<file path="config.mk">
export PLATFORM = sky130hd
export DESIGN_NAME = uart_rx_deserializer_flat
export DESIGN_NICKNAME = d
export VERILOG_FILES = /design/src/rtl/uart_rx_deserializer_pkg.sv /design/src/rtl/uart_rx_deserializer_if.sv /design/src/rtl/uart_rx_deserializer_baud_tick_gen.sv /design/src/rtl/uart_rx_deserializer.sv /design/src/flat_wrapper.sv
export SDC_FILE = /design/constraint.sdc
export NUM_CORES = 1
export LEC_CHECK = 0
export ABC_CLOCK_PERIOD_IN_PS = 2600
export BUFFER_PORTS_ARGS = -buffer_cell sky130_fd_sc_hd__buf_2
export CAP_MARGIN = 20
export CORE_ASPECT_RATIO = 1.25
export CORE_MARGIN = 2
export CORE_UTILIZATION = 40
export DETAILED_ROUTE_END_ITERATION = 16
export PLACE_DENSITY_LB_ADDON = 0.25
export SETUP_SLACK_MARGIN = 0.4
export SLEW_MARGIN = 20
export SYNTH_ARGS = -nofsm -noshare
export SYNTH_HDL_FRONTEND = slang
export SYNTH_HIERARCHICAL = 1
export SYNTH_SLANG_ARGS = --single-unit
</file>
<file path="constraint.sdc">
create_clock -name clk -period 2.6 [get_ports clk]
set_input_delay 0.65 -clock clk [delete_from_list [all_inputs] [get_ports clk]]
set_output_delay 0.65 -clock clk [all_outputs]
set_load 0.1 [all_outputs]
</file>
<file path="src/rtl/uart_rx_deserializer_pkg.sv">
// Shared UART global settings (UartGlobalPkg) plus the receive FSM state type.
package UartGlobalPkg;
  localparam int DATA_WIDTH = 8;
  localparam logic START_BIT = 1'b0;
  localparam logic STOP_BIT = 1'b1;

  typedef enum logic {EVEN_PARITY = 1'b0, ODD_PARITY = 1'b1} PARITY_TYPE_E;
  typedef enum logic [1:0] {ONE_BIT = 2'd1, TWO_BIT = 2'd2} STOP_BIT_E;
  typedef enum logic [3:0] {FIVE_BIT = 4'd5, SIX_BIT = 4'd6, SEVEN_BIT = 4'd7, EIGHT_BIT = 4'd8} DATA_TYPE_E;
  typedef enum int {OVERSAMPLE_13 = 13, OVERSAMPLE_16 = 16} OVER_SAMPLING_E;
  typedef enum logic [2:0] {IDLE, START, DATA, PARITY, STOP} UART_RX_STATE_E;

  function automatic logic maj3(input logic a, input logic b, input logic c);
    return (a & b) | (a & c) | (b & c);
  endfunction
endpackage

</file>
<file path="src/rtl/uart_rx_deserializer_if.sv">
// Receive-side character holding register handshake (valid/ready plus status).
interface uart_rx_deserializer_if #(parameter int DATA_WIDTH = 8);
  logic [DATA_WIDTH-1:0] rxData;
  logic rxValid;
  logic rxReady;
  logic parityError;
  logic framingError;
  logic overrunError;

  modport master (output rxData, rxValid, parityError, framingError, overrunError, input rxReady);
  modport slave (input rxData, rxValid, parityError, framingError, overrunError, output rxReady);
endinterface

</file>
<file path="src/rtl/uart_rx_deserializer_baud_tick_gen.sv">
// Oversample tick generator: one-clk tick every max(divisor,1) clocks, restartable.
module uart_baud_tick_gen #(
  parameter int DIV_WIDTH = 16
) (
  input  logic                 clk,
  input  logic                 rst_n,
  input  logic                 clear,
  input  logic [DIV_WIDTH-1:0] divisor,
  output logic                 tick
);
  logic [DIV_WIDTH-1:0] cnt;
  logic [DIV_WIDTH-1:0] last;

  assign last = (divisor == '0) ? '0 : divisor - 1'b1;
  // >= so a divisor lowered mid-count still wraps promptly
  assign tick = (cnt >= last);

  always_ff @(posedge clk or negedge rst_n) begin
    if (!rst_n)              cnt <= '0;
    else if (clear || tick)  cnt <= '0;
    else                     cnt <= cnt + 1'b1;
  end
endmodule

</file>
<file path="src/rtl/uart_rx_deserializer.sv">
// Oversampling UART receiver with valid/ready holding register.
// Optional UART_RX_MAJORITY_VOTE_EN: 2-of-3 vote around each bit centre.
// state  | meaning
// IDLE   | waiting for a falling edge on the synchronized line
// START  | confirming the start bit at mid-bit
// DATA   | shifting in data bits LSB first
// PARITY | sampling and checking the parity bit
// STOP   | sampling one or two stop bits, completes the frame
module uart_rx_deserializer #(
  parameter int DATA_WIDTH   = UartGlobalPkg::DATA_WIDTH,
  parameter int OVERSAMPLING = 16,
  parameter int DIV_WIDTH    = 16
) (
  input  logic                 clk,
  input  logic                 reset,
  input  logic                 rx,
  input  logic [DIV_WIDTH-1:0] baudDivisor,
  input  logic [3:0]           dataType,
  input  logic                 parityEnable,
  input  logic                 parityType,
  input  logic [1:0]           stopBits,
  uart_rx_deserializer_if.master rx_if
);
  import UartGlobalPkg::*;

  localparam int OS_W  = $clog2(OVERSAMPLING + 1);
  localparam int BIT_W = $clog2(DATA_WIDTH);
`ifdef UART_RX_MAJORITY_VOTE_EN
  localparam int VOTE_LAG = 1;
`else
  localparam int VOTE_LAG = 0;
`endif
  localparam logic [OS_W-1:0] START_DEC = OS_W'(OVERSAMPLING / 2 - 1 + VOTE_LAG);
  localparam logic [OS_W-1:0] BIT_DEC   = OS_W'(OVERSAMPLING - 1);

  logic [1:0] rst_sync;
  logic rst_i_n;
  logic rx_meta, rx_s, rx_s_d;
  logic tick, tick_clear;
  UART_RX_STATE_E state, state_nxt;
  logic [OS_W-1:0] os_cnt;
  logic [BIT_W-1:0] bit_cnt;
  logic stop_cnt;
  logic [DATA_WIDTH-1:0] shift_reg;
  logic perr_reg, ferr_reg;
  logic [3:0] cfg_len;
  logic cfg_par_en, cfg_par_type, cfg_two_stop;
  logic start_edge, at_dec, bit_val, last_data, last_stop, frame_done, frame_ferr;
  logic [DATA_WIDTH-1:0] rx_data_q;
  logic rx_valid_q, perr_q, ferr_q, ovr_q;

  always_ff @(posedge clk or negedge reset) begin
    if (!reset) rst_sync <= 2'b00;
    else        rst_sync <= {rst_sync[0], 1'b1};
  end
  assign rst_i_n = rst_sync[1];

  always_ff @(posedge clk or negedge rst_i_n) begin
    if (!rst_i_n) {rx_meta, rx_s, rx_s_d} <= 3'b111;
    else          {rx_meta, rx_s, rx_s_d} <= {rx, rx_meta, rx_s};
  end

  uart_baud_tick_gen #(.DIV_WIDTH(DIV_WIDTH)) u_tick (
    .clk(clk), .rst_n(rst_i_n), .clear(tick_clear), .divisor(baudDivisor), .tick(tick)
  );

  assign start_edge = rx_s_d & ~rx_s;
  assign last_data  = (int'(bit_cnt) + 1 == int'(cfg_len));
  assign last_stop  = !cfg_two_stop || stop_cnt;

  // Decision tick lags the centre by one when voting so the third sample exists.
`ifdef UART_RX_MAJORITY_VOTE_EN
  logic [1:0] hist;
  always_ff @(posedge clk or negedge rst_i_n) begin
    if (!rst_i_n)  hist <= 2'b11;
    else if (tick) hist <= {hist[0], rx_s};
  end
  assign bit_val = maj3(hist[1], hist[0], rx_s);
`else
  assign bit_val = rx_s;
`endif

  always_comb begin
    at_dec = 1'b0;
    if (tick) at_dec = (state == START) ? (os_cnt == START_DEC) : (os_cnt == BIT_DEC);
  end

  always_ff @(posedge clk or negedge rst_i_n) begin
    if (!rst_i_n) state <= IDLE;
    else          state <= state_nxt;
  end

  always_comb begin
    state_nxt = state;
    unique case (state)
      IDLE:    if (start_edge) state_nxt = START;
      START:   if (at_dec) state_nxt = (bit_val == START_BIT) ? DATA : IDLE;
      DATA:    if (at_dec && last_data) state_nxt = cfg_par_en ? PARITY : STOP;
      PARITY:  if (at_dec) state_nxt = STOP;
      STOP:    if (at_dec && last_stop) state_nxt = IDLE;
      default: state_nxt = IDLE;
    endcase
  end

  always_comb begin
    tick_clear = (state == IDLE) && start_edge;
    frame_done = (state == STOP) && at_dec && last_stop;
    frame_ferr = ferr_reg | (bit_val != STOP_BIT);
  end

  always_ff @(posedge clk or negedge rst_i_n) begin
    if (!rst_i_n) begin
      os_cnt <= '0; bit_cnt <= '0; stop_cnt <= 1'b0; shift_reg <= '0;
      perr_reg <= 1'b0; ferr_reg <= 1'b0;
      cfg_len <= EIGHT_BIT; cfg_par_en <= 1'b0; cfg_par_type <= 1'b0; cfg_two_stop <= 1'b0;
    end else begin
      if (state == IDLE)  os_cnt <= '0;
      else if (tick)      os_cnt <= at_dec ? '0 : os_cnt + 1'b1;
      unique case (state)
        IDLE: if (start_edge) begin
          bit_cnt <= '0; stop_cnt <= 1'b0; shift_reg <= '0;
          perr_reg <= 1'b0; ferr_reg <= 1'b0;
          cfg_len <= (dataType >= FIVE_BIT && dataType <= EIGHT_BIT) ? dataType : EIGHT_BIT;
          cfg_par_en <= parityEnable;
          cfg_par_type <= parityType;
          cfg_two_stop <= (stopBits == TWO_BIT);
        end
        DATA: if (at_dec) begin
          shift_reg[bit_cnt] <= bit_val;
          bit_cnt <= bit_cnt + 1'b1;
        end
        PARITY: if (at_dec) perr_reg <= (^shift_reg ^ bit_val) != cfg_par_type;
        STOP: if (at_dec) begin
          ferr_reg <= frame_ferr;
          stop_cnt <= 1'b1;
        end
        default: ;
      endcase
    end
  end

  always_ff @(posedge clk or negedge rst_i_n) begin
    if (!rst_i_n) begin
      rx_data_q <= '0; rx_valid_q <= 1'b0; perr_q <= 1'b0; ferr_q <= 1'b0; ovr_q <= 1'b0;
    end else begin
      ovr_q <= frame_done && rx_valid_q && !rx_if.rxReady;
      if (frame_done && (!rx_valid_q || rx_if.rxReady)) begin
        rx_data_q  <= shift_reg;
        rx_valid_q <= 1'b1;
        perr_q     <= perr_reg;
        ferr_q     <= frame_ferr;
      end else if (rx_valid_q && rx_if.rxReady) begin
        rx_valid_q <= 1'b0;
      end
    end
  end

  assign rx_if.rxData       = rx_data_q;
  assign rx_if.rxValid      = rx_valid_q;
  assign rx_if.parityError  = perr_q;
  assign rx_if.framingError = ferr_q;
  assign rx_if.overrunError = ovr_q;
endmodule

</file>
<file path="src/flat_wrapper.sv">
// flat-port wrapper written by rule: the top's interface ports become plain ports
module uart_rx_deserializer_flat import UartGlobalPkg::*;
#(
  parameter int DATA_WIDTH   = UartGlobalPkg::DATA_WIDTH,
  parameter int OVERSAMPLING = 16,
  parameter int DIV_WIDTH    = 16
)
  (clk, reset, rx, baudDivisor, dataType, parityEnable, parityType, stopBits, rx_if_rxData, rx_if_rxValid, rx_if_parityError, rx_if_framingError, rx_if_overrunError, rx_if_rxReady);
  uart_rx_deserializer_if #(.DATA_WIDTH(DATA_WIDTH)) rx_if_i ();
  input  logic clk;
  input  logic reset;
  input  logic rx;
  input  logic [DIV_WIDTH-1:0] baudDivisor;
  input  logic [3:0] dataType;
  input  logic parityEnable;
  input  logic parityType;
  input  logic [1:0] stopBits;
  output wire logic [$bits(rx_if_i.rxData)-1:0] rx_if_rxData;
  output wire logic [$bits(rx_if_i.rxValid)-1:0] rx_if_rxValid;
  output wire logic [$bits(rx_if_i.parityError)-1:0] rx_if_parityError;
  output wire logic [$bits(rx_if_i.framingError)-1:0] rx_if_framingError;
  output wire logic [$bits(rx_if_i.overrunError)-1:0] rx_if_overrunError;
  input wire logic [$bits(rx_if_i.rxReady)-1:0] rx_if_rxReady;
  assign rx_if_rxData = rx_if_i.rxData;
  assign rx_if_rxValid = rx_if_i.rxValid;
  assign rx_if_parityError = rx_if_i.parityError;
  assign rx_if_framingError = rx_if_i.framingError;
  assign rx_if_overrunError = rx_if_i.overrunError;
  assign rx_if_i.rxReady = rx_if_rxReady;
  uart_rx_deserializer #(.DATA_WIDTH(DATA_WIDTH), .OVERSAMPLING(OVERSAMPLING), .DIV_WIDTH(DIV_WIDTH)) u_core (.clk(clk), .reset(reset), .rx(rx), .baudDivisor(baudDivisor), .dataType(dataType), .parityEnable(parityEnable), .parityType(parityType), .stopBits(stopBits), .rx_if(rx_if_i));
endmodule
</file>
==> results list <==
- Count leader, synth: dfrtp_1
- The count of nets left with antenna violations once routing finished came out at 0.
* Number of flops mapped to enable cells by yosys: 0
- Layout net count: 546
* Cell area after synthesis: 3770 sq um
- Slack of the critical path: -1.35 ns
- OpenSTA, run right after detailed placement, puts the worst setup slack at -1.71 ns.
- The number of nets in the synthesized netlist is 428.
* Non-Filler Instances: 625
- Counting along the longest clock path gives a buffer depth of 2.
- Largest cells by area after synthesis: dfrtp_1 (39%), ha_1 (7.0%), xor2_1 (5.1%)
- Number of cells produced by synthesis: 379
- Placement row count: 39
- Wire length per cell: 14.4 um
- Critical path peak fanout: 6
- After detailed routing, the number of remaining DRC violations is 0.
- Antenna violations before repair: 0
* Leakage power: 0.00255 uW
- The initial utilization of the core area, before any placement, comes to 41.1%.
* Register bit total from synthesis: 62
- Largest net degree at the start of global routing: 27
- The number of max-slew violations in the final report was 0.
- Counting distinct cell types in the post-synthesis netlist gives 59.
* Sequential cell area: 1560 sq um
* Combined area of the multi-input logic cells: 2420 sq um
- Area after detailed placement: 4560 sq um
- The largest single stage delay on the critical path is 0.51 ns.
* Layout filler cell count: 798
- Maximum achievable frequency: 253 MHz
* Detail-routed via count per cell: 5.10
- Number of global-route vias before repair: 3312
- Subtracting the final worst setup slack from the clock period gives 3.95 ns.
- Clock network latency to the later pin of the worst-skew pair: 0.33 ns
- Transition at the pin with the smallest max-transition slack: 0.628 ns
- Max reg flops: 16
- Counting instances in the post-synthesis netlist gives the leading cell types as dfrtp_1 (58), nand2_1 (51), nor2_1 (34), xor2_1 (22), ha_1 (21).
- Classification of the worst setup path: in -> reg
- Sequential cell area fraction in the yosys report: 41.3%
- Minimum hold slack: 0.0980 ns
- During placement, the flow inserted port buffers numbering 39.
- Die height: 113 um
* Total of max-cap violations: 0
- Data required, critical path: 2.81 ns
* Async set-or-reset flop fraction in the synthesized netlist: 100%
- Total global-route track usage: 18.7%
- Total overflow reported by the global router: 0
- Each instance of the synthesized netlist takes up on average 9.94 sq um.
* Final antenna diode count: 0
- Sum of routed wire length over all layers: 9.03 mm
- At the worst endpoint, the arrival time is 4.16 ns.
- The checks that failed: setup timing.
- The post-route netlist has 40.4% of its cells at a drive strength greater than 1.
- Post-CTS clock slew at the launch and capture registers of the worst setup and hold paths: 0.05 ns
- Share of the cycle needed by the critical path after routing: 152%
* Setup total negative slack: -47.73 ns
- Setup repair after global routing could not meet its margin everywhere.
- The setup check on the worst reg-to-reg path leaves a slack of -0.30 ns.
* Power per unit of standard cell area: 502 nW/um^2
- TritonCTS built the clock tree.
- RD Place Congestion: 0.858
- The cell that appears most often on the critical path is buf_4.
* Final instance area: 5370 sq um
- On the critical path, the stage with the largest delay is an instance of or4b_4.
- Tightest Hold Check Type: in -> async
- Worst R2R Path Depth: 10
- For this run, the leading register cell type out of synthesis is dfrtp_1.
* Horiz. Die Dim: 90.8 um
* Result of the run: complete, but fails checks
- For this design the top-level I/O count stands at 40.
* Worst Setup End Kind: flop
- First-pass DRT Iterations: 4
* Leading area contributor after synthesis: dfrtp_1
- Area of the core: 9170 sq um
- After the first detailed-routing iteration, the DRC count stood at 118.
* Final Skew: 0.00631 ns
- Clock root buffer: clkbuf_16
- After detailed placement, the design holds a cell count of 591.
- # clock sinks: 62
- Number of setup violations in the final report: 50
* Relative slew slack: 57.8%
- STA classifies the critical path startpoint as an input port.
- Ys Warns: 6
- Compared with the post-synthesis result, the final layout area differs by 42.5%.
- The signal on the critical path passes through buf_6 > or3_4 > nor4b_4 > buf_4 > nand4b_4 > and2_4 > ha_4 > nand2b_4 > a2111oi_4 > or4b_4 > nand3_4 > and4b_1 > nand4_1 > nor3b_2 > buf_4 > mux2_4.
* Hold violation count in the final report: 0
* Half-perimeter wire length of the detailed placement result: 6.28 mm
- Number of levels the H-tree was split into: 3
* Global-route wire length before repair: 15.5 mm
* Die ar.: 10200 sq um
* Num CTS Buffers: 9
* Peak VDD IR: 0.391 mV
* Yosys top cell area share: 38.5%
- After clock tree synthesis, the flow added hold-fix buffers numbering 0.
- For this block, the via count after detailed routing is 3185.
path summary, 6_finish.rpt:
kind / start / to
hold / removal: reset / u_core/rst_sync[0]
hold reg to reg: u_core/rst_sync[1] / u_core/ferr_reg
setup reg to reg: u_core/u_tick/cnt[13] / u_core/rx_if.parityError
max in group asynchronous: u_core/rst_sync[1] / u_core/shift_reg[2]
setup / recovery: baudDivisor[11] / u_core/rx_if.parityError
min in group clk: u_core/rst_sync[0] / u_core/rst_sync[1]
where the power goes:
part / switching [uW] / internal [uW] / leakage, uW
sequential: 40.6 / 1020 / 0.000776
combinational: 222 / 257 / 0.00164
clock: 418 / 737 / 0.000134
total: 680 / 2010 / 0.00255
worst max-delay path, delay by kind of cell:
family,cells,cell delay [ns]
multiplexers,1,0.30
AO/OA/AOI/OAI,1,0.06
adder cells (fa/ha/maj),1,0.25
AND/OR/NAND/NOR,10,2.39
buffers and inverters,3,0.50
routing by layer:
metal	vias to the layer above	GRT usage [%]	wire, um
met3	20	2.82	348
met1	1522	21.3	3620
met4	0	8.28	219
met2	72	34.4	4840
met5	-	0	0
li1	1571	-	-
placed cells by master, fill, tap and decap left out, drive strengths merged, types with 4 or more instances in the layout:
cell type | Yosys | final
nand4 | 9 | 9
and3 | 5 | 5
nand4b | 3 | 5
o22ai | 4 | 4
nand2b | 8 | 8
dfrtp | 58 | 58
o21ai | 13 | 13
mux2 | 11 | 11
nand3 | 14 | 14
a31oi | 4 | 4
buf | 9 | 121
inv | 8 | 8
xnor2 | 17 | 17
nor4 | 4 | 4
clkbuf | 7 | 10
xor2 | 22 | 22
nor3b | 5 | 5
nor2b | 5 | 5
nor3 | 8 | 8
nor2 | 34 | 34
dfstp | 4 | 4
nand2 | 51 | 51
ha | 21 | 21
a21oi | 9 | 9
per-stage QoR:
stage | util [%] | total power, uW
CTS | 56.7 | 2720
finish | 58.5 | 2690
floorplan | - | 1290
detailed placement | 49.8 | 1520
global placement | 49.8 | 1490
global route | 58.5 | 2830
area by class of cell:
cell class	count	share of cell area, %
flip-flops and latches	62	29.0
well taps	123	2.87
repair buffers	121	16.9
inverters	9	0.629
clock buffers	10	4.26
clock inverters	6	1.17
multi-input cells	294	45.1
kinds of logic (layout without fill, tap and decap cells):
kind of cell	Yosys count	count (layout)	synth area share, %
other	1	1	0.0995
multiplexers	14	14	4.52
XOR/XNOR	41	41	10.3
adder cells (fa/ha/maj)	21	21	6.97
AND/OR/NAND/NOR	160	162	23.5
AO/OA/AOI/OAI	55	55	9.83
buffers and inverters	25	146	3.52
flip-flops	62	62	41.3
what timing repair did:
item	in CTS	in global routing
buffers inserted	10	4
pin swaps	13	19
setup endpoints to repair	50	50
gates resized for setup	52	29
gates cloned	3	1
Power figures use the tool's default switching activity.
